==> config.mk <==
export PLATFORM = sky130hd
export DESIGN_NAME = pipe_stage_reg
export DESIGN_NICKNAME = d
export VERILOG_FILES = /design/src/rtl/pipe_stage_reg.sv
export SDC_FILE = /design/constraint.sdc
export NUM_CORES = 1
export LEC_CHECK = 0
export ABC_AREA = 1
export BUFFER_PORTS_ARGS = -buffer_cell sky130_fd_sc_hd__buf_2
export CAP_MARGIN = 40
export CELL_PAD_IN_SITES_DETAIL_PLACEMENT = 1
export CELL_PAD_IN_SITES_GLOBAL_PLACEMENT = 1
export CORE_AREA = 2 2 122 124
export DETAILED_ROUTE_END_ITERATION = 10
export DIE_AREA = 0 0 124 126
export GPL_TIMING_DRIVEN = 0
export PLACE_DENSITY_LB_ADDON = 0.25
export SLEW_MARGIN = 20
export SYNTH_ARGS = -nofsm -noshare
export SYNTH_HDL_FRONTEND = slang
export SYNTH_SLANG_ARGS = --single-unit
==> constraint.sdc <==
create_clock -name clk -period 3.6 [get_ports clk]
set_input_delay 0 -clock clk [delete_from_list [all_inputs] [get_ports clk]]
set_output_delay 0 -clock clk [all_outputs]
set_load 0.005 [all_outputs]
==> src/rtl/pipe_stage_reg.sv <==
// -----------------------------------------------------------------------------
// pipe_stage_reg
//
// Generic handshaked pipeline stage register placed between two processor
// stages (IF/ID, ID/EX, EX/MEM, MEM/WB). The payload is split into a control
// field and a data field. The stage provides valid/ready flow control,
// synchronous flush (bubble insertion) and a saturating stall counter.
//
// Optional feature macro: PIPE_SKID_EN
//   defined   : adds a one-entry skid register, so the stage holds 2 entries
//               and in_ready is registered (no combinational path from
//               out_ready).
//   undefined : one entry only, and in_ready = !main_v || out_ready.
//
// Parameters
//   DATA_W  data payload width (ALUResult + WriteData + PCPlus4 + Rd)
//   CTRL_W  control payload width (RegWrite, MemWrite, ResultSrc[1:0])
//   CNT_W   stall counter width
//
// Ports
//   clk        in   1       clock, all state updates on posedge
//   rst        in   1       synchronous active-high reset
//   flush      in   1       discard all held entries at this edge
//   in_valid   in   1       upstream presents a transaction
//   in_ready   out  1       stage accepts a transaction this cycle
//   in_ctrl    in   CTRL_W  upstream control field
//   in_data    in   DATA_W  upstream data field
//   out_valid  out  1       stage holds a transaction for downstream
//   out_ready  in   1       downstream accepts this cycle
//   out_ctrl   out  CTRL_W  control field, forced to 0 when out_valid=0
//   out_data   out  DATA_W  data field, stale when out_valid=0
//   stall_cnt  out  CNT_W   saturating count of out_valid && !out_ready cycles
// -----------------------------------------------------------------------------
module pipe_stage_reg #(
    parameter int DATA_W = 101,
    parameter int CTRL_W = 4,
    parameter int CNT_W  = 16
) (
    input  logic              clk,
    input  logic              rst,
    input  logic              flush,
    input  logic              in_valid,
    output logic              in_ready,
    input  logic [CTRL_W-1:0] in_ctrl,
    input  logic [DATA_W-1:0] in_data,
    output logic              out_valid,
    input  logic              out_ready,
    output logic [CTRL_W-1:0] out_ctrl,
    output logic [DATA_W-1:0] out_data,
    output logic [CNT_W-1:0]  stall_cnt
);

    // Increment that sticks at the all-ones value instead of wrapping.
    function automatic logic [CNT_W-1:0] sat_inc(input logic [CNT_W-1:0] v);
        return (v == {CNT_W{1'b1}}) ? v : v + CNT_W'(1);
    endfunction

    logic              main_v;
    logic [CTRL_W-1:0] main_ctrl;
    logic [DATA_W-1:0] main_data;

    logic accept;
    logic main_free;

    // Main can take a new value when it is empty or being handed downstream.
    assign main_free = !main_v || out_ready;
    assign accept    = in_valid && in_ready;

`ifdef PIPE_SKID_EN
    logic              skid_v;
    logic [CTRL_W-1:0] skid_ctrl;
    logic [DATA_W-1:0] skid_data;

    // Registered ready: the skid entry absorbs the one transaction that may
    // arrive in the cycle downstream stalls.
    assign in_ready = !skid_v;

    // ---- stage boundary: input -> main / skid ----
    always_ff @(posedge clk) begin
        if (rst) begin
            main_v    <= 1'b0;
            skid_v    <= 1'b0;
            main_ctrl <= '0;
            main_data <= '0;
        end else begin
            if (main_free) begin
                if (skid_v) begin
                    // Older skid entry goes first to keep acceptance order.
                    main_v    <= 1'b1;
                    main_ctrl <= skid_ctrl;
                    main_data <= skid_data;
                    skid_v    <= 1'b0;
                end else if (accept) begin
                    main_v    <= 1'b1;
                    main_ctrl <= in_ctrl;
                    main_data <= in_data;
                end else begin
                    main_v    <= 1'b0;
                end
            end else if (accept) begin
                skid_v <= 1'b1;
            end
            // Flush kills validity only; payload registers keep stale values.
            if (flush) begin
                main_v <= 1'b0;
                skid_v <= 1'b0;
            end
        end
    end

    // Skid payload is qualified by skid_v, so it needs no reset.
    always_ff @(posedge clk) begin
        if (!main_free && accept) begin
            skid_ctrl <= in_ctrl;
            skid_data <= in_data;
        end
    end
`else
    // Single entry: a slot frees up in the same cycle downstream takes main.
    assign in_ready = main_free;

    // ---- stage boundary: input -> main ----
    always_ff @(posedge clk) begin
        if (rst) begin
            main_v    <= 1'b0;
            main_ctrl <= '0;
            main_data <= '0;
        end else begin
            if (main_free) begin
                main_v <= accept;
                if (accept) begin
                    main_ctrl <= in_ctrl;
                    main_data <= in_data;
                end
            end
            if (flush) begin
                main_v <= 1'b0;
            end
        end
    end
`endif

    // Stall counter: only rst clears it; flush cycles still count.
    always_ff @(posedge clk) begin
        if (rst) begin
            stall_cnt <= '0;
        end else if (main_v && !out_ready) begin
            stall_cnt <= sat_inc(stall_cnt);
        end
    end

    // ---- stage boundary: main -> downstream ----
    assign out_valid = main_v;
    // A bubble must never assert RegWrite/MemWrite downstream.
    assign out_ctrl  = main_v ? main_ctrl : '0;
    assign out_data  = main_data;

endmodule

Word level (Yosys, flattened, before mapping)
Index checks and enable logic that the tools add are counted.

Input port bits: 110. Output and inout port bits: 123. Logic and storage cells: 16. Register bits: 122.

Equality and inequality tests: 1. Bitwise operators: 1. Reduce and logical (&&, ||, !) cells: 8. Muxes and demuxes: 1. Add/subtract/negate cells: 1.

Operators by type and width (count): 16-bit by 1-bit adder with 16-bit output (second input constant) (1); 16-bit equality test (second input constant) (1); 4-bit two-way mux (1); 2-bit AND reduction (2); 1-bit logical AND (2); 1-bit logical NOT (2); 2-bit OR reduction (1); 1-bit logical OR (1); 1-bit NOT (1).

Depth between registers and ports, before layout
Depth after elaboration: 4. Depth in mapped cells: 9. Depth with buffers taken out: 9.

Worst setup path before layout
No wires, ideal clock.

Path kind: flip-flop to flip-flop. Start: register stall_cnt[0]. End: register stall_cnt[13]. Clock period less this slack: 1.399 ns. Library setup time: 0.115 ns. Slack: 2.201 ns. Stages on the path, launching flop included: 8. Data arrival time: 1.284 ns. Data required time: 3.485 ns. Path buffers: 1. Cell sequence: dfxtp_1 > ha_1 > inv_1 > nor2_2 > nand4_2 > buf_2 > a21oi_1 > nor2_1.

Longest elaborated chain between the ends: 3. Elaborated cells on any way between the ends: 4. Those cells by class: add/sub (1); eq/ne (1); bitwise (1); reduce/logical (1).

Ends and longest elaborated chain: from (decl) (line 50) `output logic [CNT_W-1:0] stall_cnt`; from (signal assigned) (line 148) `stall_cnt <= sat_inc(stall_cnt);`; parallel branches: the longest is 3 deep, another holds 16-bit by 1-bit adder with 16-bit output.

Several ways; the timed one is not identified. A chain may end at the register's enable or synchronous reset.

Worst setup path in the final report
Start: register main_v (netlist: out_valid). End: register main_v (netlist: out_valid).

Longest elaborated chain between the ends: 3.

Ends and longest elaborated chain: from (decl) (line 58) `logic main_v;`; from (signal assigned) (line 130) `main_v <= accept;`; 1-bit logical NOT (*) (line 66) `assign main_free = !main_v || out_ready;`; 1-bit logical OR (*) (line 66); 1-bit logical AND (line 67) `assign accept = in_valid && in_ready;`.

Every way passes the cells marked *; elsewhere a longest branch is shown, timed or not.

==> qor.yml <==
ios: 233
timing.final.crit_share_pct: 48.8
fin_nets: 1086
cts-buffers-inserted: 17
final_cell_mix: "nor2_1 (250), buf_2 (239), dfxtp_1 (122)"
cp-start-kind: "flop"
tns_ns: 0
yosys.area_share.adder_pct: 0.270
endpoint_kind: "flop"
drtIter0Drc: 216
place_ws_ns: 1.96
tightest_slew_ns: 0.635
grt_pass1_vias: 6106
numClockSinks: 122
muxShareOfSynthArea_pct: 0
clockRootBuffer: "clkbuf_16"
synth.net_count: 728
yosys_warnings: 0
rr_startpoint: "out_valid"
fp.dieH_um: 126
die_w_um: 124
htreeDepth: 4
drt_first_pass_iters: 4
rsz0062_at_grt: "false"
status: "finished, final reports clean"
viasPerCell: 4.72
io_buffers: 232
critical_path_arrival_ns: 2.10
synth_top_family_by_area: "simple AND/OR/NAND/NOR gates"
hpwl_mm: 12.0
drcViolationCount: 0
coreArea_um2: 14300
cts_tree: "built"
yosys.area_share.simple_pct: 27.5
syn_avg_cell_area_um2: 7.50
vias: 5547
hp-class: "input port to flop"
min_path_cells: 6
gp_congestion: 0.810
ys_seq_area_share_pct: 52.8
layout-drive-gt1-share_pct: 29.7
maxCapViolations: 0
syn_to_final_growth_pct: 65.9
clk_pin_slew_ns: 0.05
whs_endpoint: "stall_cnt[12]"
hold_viol: 0
reg2reg_to: "out_valid"
p_total_mw: 3.65
slew_headroom_pct: 57.7
yosys.area_share.xor_xnor_pct: 0
cts_buffer_depth: 2
leakagePower_nw: 3.75
fmax_ghz: 0.569
antenna_found_initial: 2
critPathRequiredTime_ns: 3.94
ys_seq_elements: 122
final_common_cell: "nor2_1"
setup_slack_ns: 1.84
setup_viol: 0
fin_crit_ns: 1.76
detail_route.wl_per_cell_um: 16.2
grt_first_pass_wirelength_mm: 29.9
start_util_pct: 32.3
worstSetupPathType: "flop to flop"
crit_fanout: 10
gr-total-overflow: 0
synth_compound_area_share_pct: 12.9
clk_latency_ns: 0.41
r2r_setup_slack_ns: 1.84
r2r_cells: 5
num_rows: 44
synth_area_um2: 4630
slew_viol_final: 0
holdWs_ns: 0.0703
grt_max_degree: 17
clock_skew_ns: 0.0112
post-cts-setup-buffer-count: 0
syn_inst: 617
drt-total-wl_mm: 19.0
hold_start: "out_ready"
die_area_um2: 15600
grtUsageTotal_pct: 24.6
ir_drop_uv: 330
power.density_nw_per_um2: 475
ys_types: 20
ant_nets: 0
==> area by class of cell <==
class / instances / area [um2]
multi-input cells: 440 / 1880
plain buffers: 37 / 233
clock inverters: 12 / 124
repair buffers: 339 / 2230
clock buffers: 20 / 457
diodes: 2 / 5.00
well taps: 184 / 230
inverters: 18 / 68.8
flip-flops and latches: 122 / 2440
fillers: 1829 / 6640
==> logic make-up after synthesis <==
| logic type | Yosys count |
|---|---|
| flip-flops | 122 |
| AO/OA/AOI/OAI | 119 |
| buffers and inverters | 55 |
| AND/OR/NAND/NOR | 320 |
| adder cells (fa/ha/maj) | 1 |
==> layer usage <==
metal  global-route usage (%)  routed length, um
met4                     13.5                846
met2                     44.4               9810
met3                     6.30               1070
met5                        0                  0
met1                     25.7               7260
==> cell usage after synthesis <==
master | instances | share of area [%]
buf_6 | 11 | 2.7
nand3_1 | 16 | 1.7
inv_1 | 15 | 1.2
o21ai_1 | 16 | 1.7
nor2_1 | 250 | 20
nor2_2 | 4 | 0.54
nor3_1 | 1 | 0.11
clkinv_2 | 1 | 0.11
a211oi_1 | 1 | 0.16
clkbuf_1 | 17 | 1.4
nor2_8 | 2 | 0.87
ha_1 | 1 | 0.27
buf_2 | 7 | 0.76
o21ai_0 | 89 | 9.6
clkbuf_2 | 2 | 0.22
inv_2 | 2 | 0.16
nand2_1 | 46 | 3.7
nand4_2 | 1 | 0.27
dfxtp_1 | 122 | 53
a21oi_1 | 13 | 1.4
==> registers in the layout, summed over array words and instances (netlist names) <==
name / flops
out_data: 101
stall_cnt: 16
out_valid: 1
main_ctrl: 4
==> worst max-delay path by stage <==
stage | startpoint | end | slack [ns] | cells past startpoint
after global routing | out_valid | out_valid | 1.73 | 5
after global placement | stall_cnt[0] | stall_cnt[13] | 2.01 | 7
after CTS | out_valid | out_valid | 1.91 | 5
after detailed placement | stall_cnt[0] | stall_cnt[10] | 1.96 | 7
after floorplan | stall_cnt[0] | stall_cnt[13] | 2.20 | 7
final | out_valid | out_valid | 1.84 | 5
==> stage by stage <==
| step | std cells | util (%) | area (um2) |
|---|---|---|---|
| finish | 1174 | 53.6 | 7680 |
| detailed placement | 1033 | 42.1 | 6020 |
| floorplan | 617 | - | 4630 |
| global route | 1174 | 53.6 | 7680 |
| CTS | 1172 | 53.6 | 7670 |
| global placement | 1033 | 42.1 | 6020 |
==> report_power, final <==
part / switching [mW] / internal, mW / total [mW] / leakage, nW
sequential: 0.0487 / 1.44 / 1.49 / 1.01
combinational: 0.239 / 0.246 / 0.485 / 2.46
clock: 0.621 / 1.05 / 1.67 / 0.278
total: 0.908 / 2.74 / 3.65 / 3.75
==> repair_timing <==
item,in CTS,in global routing
hold buffers,107,0
endpoints found under the hold margin,106,0
gates resized for setup,0,0
==> critical path, stage by stage, from the launching register on <==
cell and delay, ns:
dfxtp_1 0.43, inv_2 0.09, nor2_8 0.19, inv_2 0.15, a211oi_1 0.25, dlygate4sd3_1 0.59
(Power assumes the default switching activity.)
